$ cat config.mk
export PLATFORM = sky130hd
export DESIGN_NAME = bayer_pattern_gen
export DESIGN_NICKNAME = d
export VERILOG_FILES = /design/src/rtl/bayer_pattern_gen.sv
export SDC_FILE = /design/constraint.sdc
export NUM_CORES = 1
export LEC_CHECK = 0
export CORE_ASPECT_RATIO = 1.2
export CORE_MARGIN = 1
export CORE_UTILIZATION = 30
export DETAILED_ROUTE_END_ITERATION = 12
export PLACE_DENSITY = 0.54
export SLEW_MARGIN = 0
export SYNTH_ARGS = -nofsm -noshare
export SYNTH_HDL_FRONTEND = slang
export SYNTH_SLANG_ARGS = --single-unit
$ cat constraint.sdc
create_clock -name i_pclk -period 3.7 [get_ports i_pclk]
set_input_delay 0.555 -clock i_pclk [delete_from_list [all_inputs] [get_ports i_pclk]]
set_output_delay 0.555 -clock i_pclk [all_outputs]
set_load 0.01 [all_outputs]
$ cat src/rtl/bayer_pattern_gen.sv
// ---------------------------------------------------------------------------
// bayer_pattern_gen
//
// Raw Bayer test-pattern generator with a full video timing chain. It emits
// PCNT samples per clock, producing colour bars (horizontal or vertical), a
// 16x16 checkerboard, or a ramp, mosaiced into the selected CFA order.
//
// Optional feature macro: BAYER_PGEN_AUTOCYCLE_EN
//   When this macro is defined and i_auto = 1, the pattern mode steps
//   (previous + 1) mod 4 at every frame start. The first frame after reset
//   still takes i_mode. When the macro is undefined, i_auto is ignored.
//
// Ports
//   i_pclk       : pixel clock. All logic runs on its rising edge.
//   i_rst        : asynchronous, active-high reset.
//   i_mode[1:0]  : 0 hbar, 1 vbar, 2 checker, 3 ramp. Latched at frame start.
//   i_auto       : auto-cycle request. Used only with the macro above.
//   o_vsync      : vertical sync, active-high.
//   o_hsync      : horizontal sync, active-high.
//   o_de         : active-video qualifier.
//   o_x[11:0]    : active clock index within the line. 0 outside o_de.
//   o_y[11:0]    : active line index. 0 outside o_de.
//   o_raw        : PCNT Bayer samples. Pixel k is in [k*PW +: PW].
//   o_frame_cnt  : count of completed frames. Wraps at 16'hFFFF.
//
// Every output is registered. Each one reflects the counter state from the
// previous clock.
// ---------------------------------------------------------------------------
module bayer_pattern_gen #(
    parameter int          PW      = 8,
    parameter int          PCNT    = 4,
    parameter logic [31:0] PATTERN = "GBRG",
    parameter int          H_SYNC  = 44,
    parameter int          H_BP    = 148,
    parameter int          H_ACT   = 480,
    parameter int          H_FP    = 88,
    parameter int          V_SYNC  = 5,
    parameter int          V_BP    = 36,
    parameter int          V_ACT   = 1080,
    parameter int          V_FP    = 4
) (
    input  logic               i_pclk,
    input  logic               i_rst,
    input  logic [1:0]         i_mode,
    input  logic               i_auto,
    output logic               o_vsync,
    output logic               o_hsync,
    output logic               o_de,
    output logic [11:0]        o_x,
    output logic [11:0]        o_y,
    output logic [PW*PCNT-1:0] o_raw,
    output logic [15:0]        o_frame_cnt
);

    localparam int H_TOT = H_SYNC + H_BP + H_ACT + H_FP;
    localparam int V_TOT = V_SYNC + V_BP + V_ACT + V_FP;

    localparam logic [15:0] H_LAST      = 16'(H_TOT - 1);
    localparam logic [15:0] H_SYNC_END  = 16'(H_SYNC);
    localparam logic [15:0] H_ACT_BEG   = 16'(H_SYNC + H_BP);
    localparam logic [15:0] H_ACT_END   = 16'(H_SYNC + H_BP + H_ACT);
    localparam logic [15:0] V_LAST      = 16'(V_TOT - 1);
    localparam logic [15:0] V_SYNC_END  = 16'(V_SYNC);
    localparam logic [15:0] V_ACT_BEG   = 16'(V_SYNC + V_BP);
    localparam logic [15:0] V_ACT_END   = 16'(V_SYNC + V_BP + V_ACT);

    // The pixel column must hold at least 16 bits for the bar and checker
    // decodes. It must also hold at least PW bits for the ramp.
    localparam int XW = (PW > 16) ? PW : 16;

    // CFA lookup. The 2-bit field at index {row[0], col[0]} selects the
    // colour: 0 = R, 1 = G, 2 = B.
    localparam bit PATTERN_OK = (PATTERN == "RGGB") || (PATTERN == "GRBG") ||
                                (PATTERN == "GBRG") || (PATTERN == "BGGR");
    localparam logic [7:0] CFA_MAP =
        (PATTERN == "RGGB") ? 8'b10_01_01_00 :
        (PATTERN == "GRBG") ? 8'b01_10_00_01 :
        (PATTERN == "GBRG") ? 8'b01_00_10_01 :
        (PATTERN == "BGGR") ? 8'b00_01_01_10 : 8'b00_00_00_00;

    generate
        if (!PATTERN_OK) begin : g_bad_pattern
            $fatal(1, "bayer_pattern_gen: unsupported PATTERN");
        end
        if ((PCNT < 1) || (PCNT > 8) || ((PCNT % 2) != 0)) begin : g_bad_pcnt
            $fatal(1, "bayer_pattern_gen: PCNT must be even and within 1..8");
        end
    endgenerate

    // ------------------------------------------------------------------
    // State
    // ------------------------------------------------------------------
    logic [15:0]        h_cnt_reg, h_cnt_next;
    logic [15:0]        v_cnt_reg, v_cnt_next;
    logic [1:0]         mode_reg, mode_next;
    logic [15:0]        frame_cnt_reg, frame_cnt_next;
    logic               hsync_reg, vsync_reg, de_reg;
    logic [11:0]        x_reg, y_reg;
    logic [PW*PCNT-1:0] raw_reg;

    logic               hsync_next, vsync_next, de_next;
    logic [11:0]        x_next, y_next;
    logic [PW*PCNT-1:0] raw_next;

    logic               h_wrap, v_wrap, frame_start;

`ifdef BAYER_PGEN_AUTOCYCLE_EN
    // This flag holds the first frame after reset on i_mode, even when
    // i_auto is already high.
    logic first_frame_reg, first_frame_next;
`else
    logic unused_auto;
    assign unused_auto = i_auto;
`endif

    // ------------------------------------------------------------------
    // Counters, mode latch, frame counter
    // ------------------------------------------------------------------
    always_comb begin
        h_wrap      = (h_cnt_reg == H_LAST);
        v_wrap      = (v_cnt_reg == V_LAST);
        frame_start = (h_cnt_reg == 16'd0) && (v_cnt_reg == 16'd0);

        h_cnt_next = h_wrap ? 16'd0 : h_cnt_reg + 16'd1;
        v_cnt_next = v_cnt_reg;
        if (h_wrap) begin
            v_cnt_next = v_wrap ? 16'd0 : v_cnt_reg + 16'd1;
        end

        frame_cnt_next = frame_cnt_reg;
        if (h_wrap && v_wrap) begin
            frame_cnt_next = frame_cnt_reg + 16'd1;
        end

        mode_next = mode_reg;
`ifdef BAYER_PGEN_AUTOCYCLE_EN
        first_frame_next = first_frame_reg;
        if (frame_start) begin
            first_frame_next = 1'b0;
            if (i_auto && !first_frame_reg) begin
                mode_next = mode_reg + 2'd1;
            end else begin
                mode_next = i_mode;
            end
        end
`else
        if (frame_start) begin
            mode_next = i_mode;
        end
`endif
    end

    // ------------------------------------------------------------------
    // Timing decode. The results are registered below, so they reach the
    // outputs one clock after the counter state they were decoded from.
    // ------------------------------------------------------------------
    always_comb begin
        hsync_next = (h_cnt_reg < H_SYNC_END);
        vsync_next = (v_cnt_reg < V_SYNC_END);
        de_next    = (h_cnt_reg >= H_ACT_BEG) && (h_cnt_reg < H_ACT_END) &&
                     (v_cnt_reg >= V_ACT_BEG) && (v_cnt_reg < V_ACT_END);
        x_next     = de_next ? 12'(h_cnt_reg - H_ACT_BEG) : 12'd0;
        y_next     = de_next ? 12'(v_cnt_reg - V_ACT_BEG) : 12'd0;
    end

    // ------------------------------------------------------------------
    // Per-pixel sample generation
    // ------------------------------------------------------------------
    genvar gi;
    generate
        for (gi = 0; gi < PCNT; gi = gi + 1) begin : g_pix
            logic [XW-1:0] xp;
            logic [2:0]    bar_idx;
            logic          chk_on;
            logic [PW-1:0] comp_r, comp_g, comp_b, sample;
            logic [1:0]    cfa_sel;
            logic          unused_xp;

            assign xp        = XW'(x_next) * XW'(PCNT) + XW'(gi);
            assign unused_xp = ^xp;

            always_comb begin
                bar_idx = (mode_reg == 2'd1) ? y_next[7:5] : xp[6:4];
                chk_on  = ~(xp[4] ^ y_next[4]);

                if (mode_reg == 2'd3) begin
                    comp_r = xp[PW-1:0];
                    comp_g = xp[PW-1:0];
                    comp_b = xp[PW-1:0];
                end else if (mode_reg == 2'd2) begin
                    comp_r = {PW{chk_on}};
                    comp_g = {PW{chk_on}};
                    comp_b = {PW{chk_on}};
                end else begin
                    // Bar order is white, yellow, cyan, green, magenta, red,
                    // blue, black. Red is on for indices 0,1,4,5, green for
                    // 0..3, and blue for even indices.
                    comp_r = {PW{~bar_idx[1]}};
                    comp_g = {PW{~bar_idx[2]}};
                    comp_b = {PW{~bar_idx[0]}};
                end

                case ({y_next[0], xp[0]})
                    2'd0:    cfa_sel = CFA_MAP[1:0];
                    2'd1:    cfa_sel = CFA_MAP[3:2];
                    2'd2:    cfa_sel = CFA_MAP[5:4];
                    default: cfa_sel = CFA_MAP[7:6];
                endcase

                case (cfa_sel)
                    2'd0:    sample = comp_r;
                    2'd1:    sample = comp_g;
                    default: sample = comp_b;
                endcase

                if (!de_next) begin
                    sample = '0;
                end
            end

            assign raw_next[gi*PW +: PW] = sample;
        end
    endgenerate

    // ------------------------------------------------------------------
    // Registers
    // ------------------------------------------------------------------
    always_ff @(posedge i_pclk or posedge i_rst) begin
        if (i_rst) begin
            h_cnt_reg       <= '0;
            v_cnt_reg       <= '0;
            mode_reg        <= '0;
            frame_cnt_reg   <= '0;
            hsync_reg       <= 1'b0;
            vsync_reg       <= 1'b0;
            de_reg          <= 1'b0;
            x_reg           <= '0;
            y_reg           <= '0;
            raw_reg         <= '0;
`ifdef BAYER_PGEN_AUTOCYCLE_EN
            first_frame_reg <= 1'b1;
`endif
        end else begin
            h_cnt_reg       <= h_cnt_next;
            v_cnt_reg       <= v_cnt_next;
            mode_reg        <= mode_next;
            frame_cnt_reg   <= frame_cnt_next;
            hsync_reg       <= hsync_next;
            vsync_reg       <= vsync_next;
            de_reg          <= de_next;
            x_reg           <= x_next;
            y_reg           <= y_next;
            raw_reg         <= raw_next;
`ifdef BAYER_PGEN_AUTOCYCLE_EN
            first_frame_reg <= first_frame_next;
`endif
        end
    end

    assign o_hsync     = hsync_reg;
    assign o_vsync     = vsync_reg;
    assign o_de        = de_reg;
    assign o_x         = x_reg;
    assign o_y         = y_reg;
    assign o_raw       = raw_reg;
    assign o_frame_cnt = frame_cnt_reg;

endmodule

Yosys cells after proc, flatten, opt, wreduce, memory -nomap -nowiden
Index checks and enable logic that the tools add are counted.
- register bits after elaboration: 109
- input bits: 5
- output and inout bits: 75
- logic and storage cells: 114
- $add $sub $neg: 8
- $lt $le $gt $ge: 6
- eq/ne operators: 15
- mux-type cells: 44
- bitwise gates (word level): 20
- reductions and logical operators: 11
- operator list (cell ; count):
    two-way mux 8 bit ; 28
    one-hot mux 8 bit (2 select lines) ; 4
    adder 16 x 1 -> 16 bit (second input constant) ; 3
    logical NOT 16 bit ; 2
    two-way mux 16 bit ; 2
    two-way mux 12 bit ; 2
    adder 8 x 2 -> 8 bit (second input constant) ; 2
    == test 16 x 10 -> 1 bit (second input constant) ; 1
    == test 16 x 11 -> 1 bit (second input constant) ; 1
    == test 2 x 1 -> 1 bit (second input constant) ; 8
    >= comparator 16 x 6 -> 1 bit (second input constant) ; 1
    >= comparator 16 x 8 -> 1 bit (second input constant) ; 1
    < comparator 16 x 10 -> 1 bit (second input constant) ; 1
    < comparator 16 x 11 -> 1 bit (second input constant) ; 1
    < comparator 16 x 3 -> 1 bit (second input constant) ; 1
    < comparator 16 x 6 -> 1 bit (second input constant) ; 1
    NOT 1 bit ; 16
    two-way mux 3 bit ; 4
    one-hot mux 2 bit (2 select lines) ; 3
    subtractor 12 x 6 -> 12 bit (second input constant) ; 1
    subtractor 12 x 8 -> 12 bit (second input constant) ; 1
    == test 2 bit (second input constant) ; 5
    adder 8 x 1 -> 8 bit (second input constant) ; 1
    logical NOT 2 bit ; 4
    other kinds (3) ; 10

Depth between registers and ports, before layout
- depth after elaboration: 12
- mapped depth: 11
- mapped depth without buffers: 9

Worst setup path before layout
OpenSTA, ideal clock, no wires.
- path kind: reg-to-reg
- start point: register v_cnt_reg[12]
- end point: register mode_reg[0]
- library setup time: 0.125 ns
- arrival time: 2.439 ns
- data required time: 3.575 ns
- path slack: 1.136 ns
- stages on the path, launching flop included: 6
- buffers on the path: 0
- clock period less this slack: 2.564 ns
- path through: dfrtp_1 -> or4_4 -> or4_4 -> or3b_1 -> or3_4 -> mux2_4
- cells in the longest elaborated chain, start to end: 2
- ends and longest elaborated chain (element ; line ; RTL):
    from (decl) ; 94 ; logic [15:0] v_cnt_reg, v_cnt_next;
    from (signal assigned) ; 245 ; v_cnt_reg <= v_cnt_next;
    logical NOT 16 bit ; 122 ; frame_start = (h_cnt_reg == 16'd0) && (v_cnt_reg == 16'd0);
    logical AND 1 bit ; 122 ;
    to (signal assigned) ; 246 ; mode_reg <= mode_next;
    to (decl) ; 95 ; logic [1:0] mode_reg, mode_next;
No other way between the ends.
A chain may end at the register's enable or synchronous reset.

Final worst setup path
- start point: register v_cnt_reg[8]
- end point: register y_reg[4] (netlist: o_y[4])
- cells in the longest elaborated chain, start to end: 4
- elaborated cells on any way between the ends: 5
- those cells by class: 2 x order compare; 1 x mux; 2 x reduce/logical
- ends and longest elaborated chain (element ; line ; RTL):
    >= comparator 16 x 6 -> 1 bit ; 161 ; (v_cnt_reg >= V_ACT_BEG) && (v_cnt_reg < V_ACT_END);
    logical AND 1 bit ; 160 ; de_next = (h_cnt_reg >= H_ACT_BEG) && (h_cnt_reg < H_ACT_END) &&
    logical AND 1 bit * ; 161 ;
    two-way mux 12 bit * ; 163 ; y_next = de_next ? 12'(v_cnt_reg - V_ACT_BEG) : 12'd0;
    via y_next[4] ; 102 ; logic [11:0] x_next, y_next;
    to (signal assigned) ; 252 ; y_reg <= y_next;
    to (decl) ; 98 ; logic [11:0] x_reg, y_reg;
The timed path passes the listed nets; every way through them passes the cells marked *.

==> results.yml <==
status:
  status: "finished clean"
critical_path:
  endpoint_kind: "flop"
  crit_path_start: "v_cnt_reg[8]$_DFFE_PP0N_"
  reg2reg_from: "v_cnt_reg[8]$_DFFE_PP0N_"
  slowest_delay_ns: 0.54
  critical_path_class: "reg2reg"
  cp-start-kind: "flop"
  cp.arrival_ns: 3.04
  crit_path_top_delay_cell: "a31o_2"
  crit_fanout: 28
  crit_chain: "or2_2, nor4_1, o41ai_1, o21ai_0, a31o_2, inv_1, and3_1"
  required_ns: 3.93
synthesis:
  syn-cell-area_um2: 4513
  synthAdderAreaFrac_pct: 3.050
  yosysTopAreaCellShare_pct: 51.57
  syn_avg_cell_area_um2: 10.19
  synth_top_family_by_area: "simple AND/OR/NAND/NOR gates"
  synth_nets: 459
  yosysSeqAreaShare_pct: 51.57
  ys_types: 55
  post-synth-top-count-cell: "dfrtp_1"
  synth.area.mux_share_pct: 0.9149
  synth_seq_cells: 93
  ys_warn_count: 0
  synth_area_leaders: "dfrtp_1 52%, xnor2_1 5.4%, nor2_1 4.2%, xor2_1 3.7%, ha_1 3.0%"
  synth_edf_count: 0
  synth_xor_area_share_pct: 9.620
  yosys-top-cells-count: "93 x dfrtp_1, 50 x nor2_1, 36 x nand2_1, 28 x xnor2_1, 19 x xor2_1"
  synthArstFlopShare_pct: 100.0
  ys.flop_type: "dfrtp_1"
  synth_compound_gate_area_share_pct: 8.373
  syn_inst: 443
  synth_top_cell_by_area: "dfrtp_1"
  yosys.area_share.simple_pct: 20.43
timing:
  whs_ns: 0.4697
  worst_pin_slew_ns: 0.7113
  slew_headroom_pct: 52.15
  min_period_ns: 2.811
  fin_setup_tns_ns: 0
  finalMaxSlewViolations: 0
  max_freq_mhz: 355.8
  setup_viol: 0
  rsz0062_at_grt: "no"
  finClkSkew_ns: 0.01141
  finalHoldViolCount: 0
  finalCritPeriodShare_pct: 75.97
cts:
  clock_latency_ns: 0.35
  h-tree-depth: 3
  numClockSinks: 93
  clockBufferDepth: 2
  cts_tree: "yes"
  hold_buffers: 0
  cts_root_buf: "clkbuf_16"
  postCtsResizedCells: 0
  cts_made_buffers: 9
  post_cts_buffers: 0
  clkTransAtPathRegs_ns: 0.06
pwr:
  vdd.ir_drop.worst_uv: 208.0
  power_density_nw_per_um2: 351.5
  p_leak_nw: 2.581
  power_mw: 1.993
worst_hold_path:
  min_path_type: "reg2reg"
  worstHoldStart: "o_frame_cnt[15]$_DFFE_PP0P_"
route:
  routed_via_density: 4.688
  drc: 0
  drt_wl_total_um: 9936
  ant_nets: 0
  wire_per_inst_um: 14.13
  firstDrtPassIters: 4
  drtIter0Drc: 180
  vias: 3296
placement:
  io_buffers: 78
  dpl.hpwl_um: 7090
  globalplace.congestion: 0.8314
grt:
  grt_pass1_wl_um: 16640
  grt_max_degree: 37
  grt_pass1_vias: 3286
  antenna_found_initial: 0
  grt_overflow: 0
  track_usage_pct: 13.88
die:
  ios: 80
  dieHeight_um: 136.4
  core_area_um2: 14530
  initial_core_util_pct: 31.05
  die_w_um: 114.0
  rows: 48
  die-area_um2: 15540
cells_and_area:
  area_growth_pct: 25.62
  fillers: 1455
  nets: 514
  drive_above_1_share_pct: 6.958
  multi_input_area_um2: 1917
  regArea_um2: 2327
  utilization_pct: 39.01
  n_antenna_cell: 0
run:
  max_cap_viol_count: 0
[metal layers]
layer	GRT usage (%)	wire length, µm
met5	0	0
met3	2.630	352
met1	17.06	4437
met4	6.710	235
met2	23.33	4911
[per-stage QoR]
stage	cells	worst slack [ns]	instance area (µm²)
2_1_floorplan	443	0.7247	4513
3_3_place_gp	687	0.8940	5370
3_5_place_dp	687	0.8301	5370
4_1_cts	703	0.8300	5669
5_1_grt	703	0.5681	5669
6_report	703	0.8891	5669
[where the power goes]
group | leakage [nW] | internal, mW | switching (mW)
clock network | 0.148 | 0.531 | 0.401
logic | 1.16 | 0.0104 | 0.0303
registers | 1.27 | 1.02 | 0.00179
total | 2.58 | 1.56 | 0.433
[placed cells by master, fill, tap and decap left out, types with 7 or more instances in the layout]
master,netlist,layout
dfrtp_1,93,93
clkdlybuf4s50_1,0,78
nor2_1,50,50
nand2_1,36,36
xnor2_1,28,28
xor2_1,19,19
nand4_1,16,16
inv_1,17,16
o21ai_0,14,14
nand3_1,11,11
ha_1,11,11
clkbuf_16,0,9
and3_1,8,8
nor3_1,8,8
a31oi_1,8,8
or3_1,7,7
a21oi_1,7,7
[critical path, delay by kind of cell (launching register included)]
family | cells | cell delay, ns
AO/OA/AOI/OAI | 3 | 0.87
flip-flops | 1 | 0.45
AND/OR/NAND/NOR | 3 | 1.01
buffers and inverters | 1 | 0.36
[layout make-up]
cell class | instances | share of cell area, %
timing repair buffer | 82 | 14.30
clock inverter | 6 | 1.236
clock buffer | 10 | 4.039
inverter | 17 | 1.148
sequential | 93 | 41.05
tap | 200 | 4.414
multi-input combinational | 295 | 33.81
[cells by family (layout without fill, tap and decap cells)]
logic type      Yosys count  in the layout
simple gates            177            177
flops                    93             93
compound gates           55             55
buf+inv                  55            115
xor+xnor                 48             48
fa+ha+maj                11             11
mux                       3              3
other cells               1              1
[final timing paths]
check / endpoint / slack, ns / cells after the start
setup reg to reg: o_y[4]$_DFF_PP0_ / 0.89 / 7
min in group asynchronous: o_y[3]$_DFF_PP0_ / 0.52 / 2
max in group asynchronous: mode_reg[0]$_DFFE_PP0P_ / 2.39 / 3
setup / recovery: o_y[4]$_DFF_PP0_ / 0.89 / 7
hold / removal: o_frame_cnt[15]$_DFFE_PP0P_ / 0.47 / 1
hold reg to reg: o_frame_cnt[15]$_DFFE_PP0P_ / 0.47 / 1
(Power assumes the default switching activity.)
==> edit 1 (same flow settings) <==
Change the parameter `PW` from 8 to 16.
--- a/src/rtl/bayer_pattern_gen.sv
+++ b/src/rtl/bayer_pattern_gen.sv
@@ -27,7 +27,7 @@
 // previous clock.
 // ---------------------------------------------------------------------------
 module bayer_pattern_gen #(
-    parameter int          PW      = 8,
+    parameter int          PW      = 16,
     parameter int          PCNT    = 4,
     parameter logic [31:0] PATTERN = "GBRG",
     parameter int          H_SYNC  = 44,
Ports: changed (resized o_raw); port bits go from 80 to 112. No check against the original RTL was run, so the function may have changed too.
==> edit 1 against the unedited design <==
Wire length rose by 15%. Final area increased by 13%. Setup slack worse by 86 ps. Count of clock-buffer cells in the layout increased by 3. Sequential cell count grew 12. First-iteration DRC count increased by 37%. Clock power fell by 3.2%. Combinational power is 29% higher. Sequential share of layout area down 0.083 points. Synthesized area grew 13%. Total power is 5.8% higher. Critical path depth is 3 higher. Non-clock buffer count grew 36. Sequential power rose by 13%. Critical path type unchanged. Largest cell class unchanged. Highest routed layer unchanged.
==> edit 1: results (changes against the unedited design) <==
Critical path
  – Worst reg-to-reg setup slack: 800 ps (was 890 ps)
  – R2R depth: 10 (was 7)
  – Critical Path Source: v_cnt_reg[0] (was v_cnt_reg[8])
  – Reg-to-Reg End: o_raw[61] (was o_y[4])
  – CP max FO: 28 (unchanged)
  – Crit path arrival time: 3140 ps (was 3040 ps)

Logic synthesis
  – Synth unique cells: 52 (was 55)
  – Net count after synthesis: 518 (was 459)
  – Synth area leaders: dfrtp_1 (52%), buf_4 (5.6%), xnor2_1 (5.5%), nand2_1 (3.5%), nor2_1 (3.5%) (was dfrtp_1 (52%), xnor2_1 (5.4%), nor2_1 (4.2%), xor2_1 (3.7%), ha_1 (3.0%))
  – Sequential fraction of the synthesis area: 51.6% (about the same)
  – Most frequent cells after synthesis: dfrtp_1 (105), nand2_1 (47), nor2_1 (47) (was dfrtp_1 (93), nor2_1 (50), nand2_1 (36))

Routing
  – Routed via count: 3689 (was 3296)
  – Iter 0 DRT Violations: 247 (was 180)
  – Wirelength per Cell: 14.6 um (was 14.1 um)

Global routing
  – Pin count of the biggest net entering global routing: 56 (was 37)
  – Antenna violations before repair: 0 (unchanged)
  – First-pass GRT wire length: 18700 um (was 16600 um)
  – Tot GR Track Use: 13.6% (was 13.9%)
  – Vias in the first global route: 3644 (was 3286)

Placement
  – Port Buffers: 110 (was 78)
  – RePlAce Congestion: 0.837 (was 0.831)
  – Post-DP HPWL: 8230 um (was 7090 um)

Outcome
  – Status: finished, final reports clean (unchanged)

Clock tree
  – Worst-Skew Late Latency: 340 ps
  – Worst-path clk slew: 70 ps

Final layout
  – Share of layout cells above drive strength 1: 6.48% (was 6.96%)
  – Final net count: 582 (was 514)
  – Antenna cells: 0 (unchanged)
  – Fill count: 1549 (was 1455)

Power
  – Peak supply drop: 0.186 mV (was 0.208 mV)
  – Leakage: 2.89 nW (was 2.58 nW)
  – Internal power: 0.00166 W (was 0.00156 W)

Timing
  – Post-Route Skew: 7.39 ps (was 11.4 ps)
  – Worst hold margin: 473 ps (was 470 ps)
  – Measured slew at the worst slew-check pin: 943 ps (was 711 ps)
## edit 1: critical path, stage by stage, from the launching register on
cell	delay (ps)
dfrtp_1	380
inv_1	220
ha_1	230
nor2b_1	290
o21ai_1	140
nor4_1	280
or4_4	330
buf_4	330
inv_1	150
a31o_2	250
a211oi_1	190
## edit 1: through the flow
| stage | power (W) | cell area, um2 | std cells | setup WS (ps) |
|---|---|---|---|---|
| after floorplan | 0.00121 | 5090 | 502 | 384 |
| after global placement | 0.00123 | 6130 | 767 | 887 |
| after detailed placement | 0.00123 | 6130 | 767 | 830 |
| after CTS | 0.00214 | 6410 | 783 | 812 |
| after global routing | 0.00219 | 6410 | 783 | 530 |
| final | 0.00211 | 6410 | 783 | 803 |
## edit 1: cell type report
class	count	share of cell area (%)
inverters	17	1.03
well taps	212	4.14
multi-input cells	315	31.1
clock inverters	3	0.371
clock buffers	13	4.06
flip-flops and latches	105	41.0
repair buffers	118	18.3
## edit 1: per-layer routing
metal  GRT usage [%]  vias up  part of all wire (%)
met5               0        -                     0
met4            6.11        0                   2.1
met3            2.35       15                   4.1
met2            21.9      115                    49
met1            18.0     1782                    45
li1                -     1777                     -
## edit 1: cells by family (layout without fill, tap and decap cells)
kind of cell	after synthesis	count (layout)	synth area share, %
simple gates	185	185	18.0
flops	105	105	51.6
buf+inv	82	151	9.27
compound gates	62	62	8.38
xor+xnor	49	49	8.43
fa+ha+maj	11	11	2.70
mux	7	7	1.50
other cells	1	1	0.0737
## edit 1: power groups by stage
stage	registers [W]	clock network [W]	logic, W
6_report	0.00115	0.000903	0.0000525
3_5_place_dp	0.00117	0	0.0000551
2_1_floorplan	0.00117	0	0.0000388
4_1_cts	0.00115	0.000934	0.0000550
5_1_grt	0.00115	0.000981	0.0000615
3_3_place_gp	0.00117	0	0.0000534
==> edit 2 (config.mk and constraints unchanged) <==
Without the edit above. `x_reg` and `y_reg` no longer have a reset.
--- a/src/rtl/bayer_pattern_gen.sv
+++ b/src/rtl/bayer_pattern_gen.sv
@@ -234,8 +234,6 @@
             hsync_reg       <= 1'b0;
             vsync_reg       <= 1'b0;
             de_reg          <= 1'b0;
-            x_reg           <= '0;
-            y_reg           <= '0;
             raw_reg         <= '0;
 `ifdef BAYER_PGEN_AUTOCYCLE_EN
             first_frame_reg <= 1'b1;
@@ -248,13 +246,16 @@
             hsync_reg       <= hsync_next;
             vsync_reg       <= vsync_next;
             de_reg          <= de_next;
-            x_reg           <= x_next;
-            y_reg           <= y_next;
             raw_reg         <= raw_next;
 `ifdef BAYER_PGEN_AUTOCYCLE_EN
             first_frame_reg <= first_frame_next;
 `endif
         end
+    end
+
+    always_ff @(posedge i_pclk) begin
+        x_reg <= x_next;
+        y_reg <= y_next;
     end
 
     assign o_hsync     = hsync_reg;
Formal check against the unedited RTL: same outputs for any inputs over 10 cycles, from zero or initial values and one cycle with i_rst high; that may be too few to reach the edited logic, so the function may still have changed.
==> edit 2 against the unedited design <==
Core utilization down 0.15 points. Setup slack better by 130 ps. First-iteration DRC count up 13%. Count of clock-buffer cells in the layout up 3. Synthesized cell count up 3.4%. Synthesized area up 0.11%. Sequential cell count unchanged. Wire length up 3.8%. Cell count up 1.7%. Final area down 0.38%. Global-route usage down 0.17 points. Total power down 3.4%. Critical path type unchanged.
==> edit 2: results (changes against the unedited design) <==
Placement
  – RePlAce Congestion: 0.811 (was 0.831)
  – Dpl cells: 699 (was 687)
  – Post-Place Cell Area: 0.00537 mm2 (about the same)
  – Post-DP HPWL: 7370 um (was 7090 um)

Final layout
  – Clock network area share: 4.98% (was 5.27%)
  – Layout non-clock buf frac: 14.7% (was 14.3%)
  – Fill count: 1458 (was 1455)
  – Post-route cell area: 0.00565 mm2 (was 0.00567 mm2)
  – Buffers excl. clock: 81 (was 82)
  – Invs w/o clock: 19 (was 17)
  – Final net count: 526 (was 514)
  – Multi-input gate count: 306 (was 295)
  – Clock buf count: 13 (was 10)
  – Sequential cell area share: 39.1% (was 41.1%)
  – Fraction of area in multi-input gates: 35.6% (was 33.8%)

Clock tree
  – CTS Buf Count: 9 (unchanged)

Routing
  – Iter 0 DRT Violations: 204 (was 180)
  – DRT Wirelength: 10300 um (was 9940 um)
  – Routed via count: 3526 (was 3296)
  – Wirelength per Cell: 14.4 um (was 14.1 um)

Critical path
  – Critical Path Source: v_cnt_reg[1] (was v_cnt_reg[8])
  – Worst reg-to-reg setup slack: 1020 ps (was 890 ps)
  – CP max FO: 8 (was 28)
  – Crit path arrival time: 2870 ps (was 3040 ps)
  – Reg2reg start: v_cnt_reg[1] (was v_cnt_reg[8])

Power
  – Sw Ratio: 21.0% (was 21.7%)
  – Leakage: 2.38 nW (was 2.58 nW)
  – Power Clock: 0.000866 W (was 0.000933 W)

Logic synthesis
  – Synth area leaders: dfrtp_1 (38%), dfxtp_1 (11%), xnor2_1 (5.2%), xor2_1 (3.7%), nor2_1 (3.5%) (was dfrtp_1 (52%), xnor2_1 (5.4%), nor2_1 (4.2%), xor2_1 (3.7%), ha_1 (3.0%))
  – Sequential fraction of the synthesis area: 48.9% (was 51.6%)
  – Synth unique cells: 59 (was 55)
  – Most frequent cells after synthesis: dfrtp_1 (69), nor2_1 (42), nand2_1 (38) (was dfrtp_1 (93), nor2_1 (50), nand2_1 (36))
  – Post-synthesis cell area: 0.00452 mm2 (was 0.00451 mm2)
  – Net count after synthesis: 474 (was 459)
  – Async SR Flop Fraction: 74.2% (was 100%)

Timing
  – Final Cycle Share: 72.5% (was 76.0%)
  – Post-Route Skew: 13.4 ps (was 11.4 ps)
  – Worst hold margin: 472 ps (was 470 ps)
  – Rel. slew slack: 53.4% (was 52.1%)

Global routing
  – Vias in the first global route: 3372 (was 3286)
  – Tot GR Track Use: 13.7% (was 13.9%)
  – First-pass GRT wire length: 16900 um (was 16600 um)
  – Pin count of the biggest net entering global routing: 40 (was 37)

Outcome
  – Status: finished, final reports clean (unchanged)
==> edit 2: cell count changes in the layout (fill, tap and decap cells not counted), moves of 7 or more <==
cell and delta:
dfxtp_1 +24, nor2_1 -8, a31oi_1 -7, a311oi_1 +7
dfrtp_1 -24
==> edit 2: kinds of logic after synthesis <==
group,synth area share (%)
adders and majority gates,3.05
AOI/OAI and AO/OA,9.75
DFF,48.9
muxes,0.886
xor gates and xnor gates,8.92
buffers and inverters,6.76
other,0.0830
and+or+nand+nor,21.7
==> edit 2: critical path: stages, from the launching register on <==
cell and delay, ps:
dfrtp_1 470, inv_1 130, ha_1 220, nor2b_1 170, o21ai_0 380, mux2i_1 620, nor4_1 120, a2111oi_0 410
==> edit 2: metal layers <==
layer	part of all wire, %	wire length [um]	track usage (%)
met3	3.8	396	2.45
met5	0	0	0
met4	1.3	134	5.19
met1	46	4740	18.4
met2	49	5040	22.0
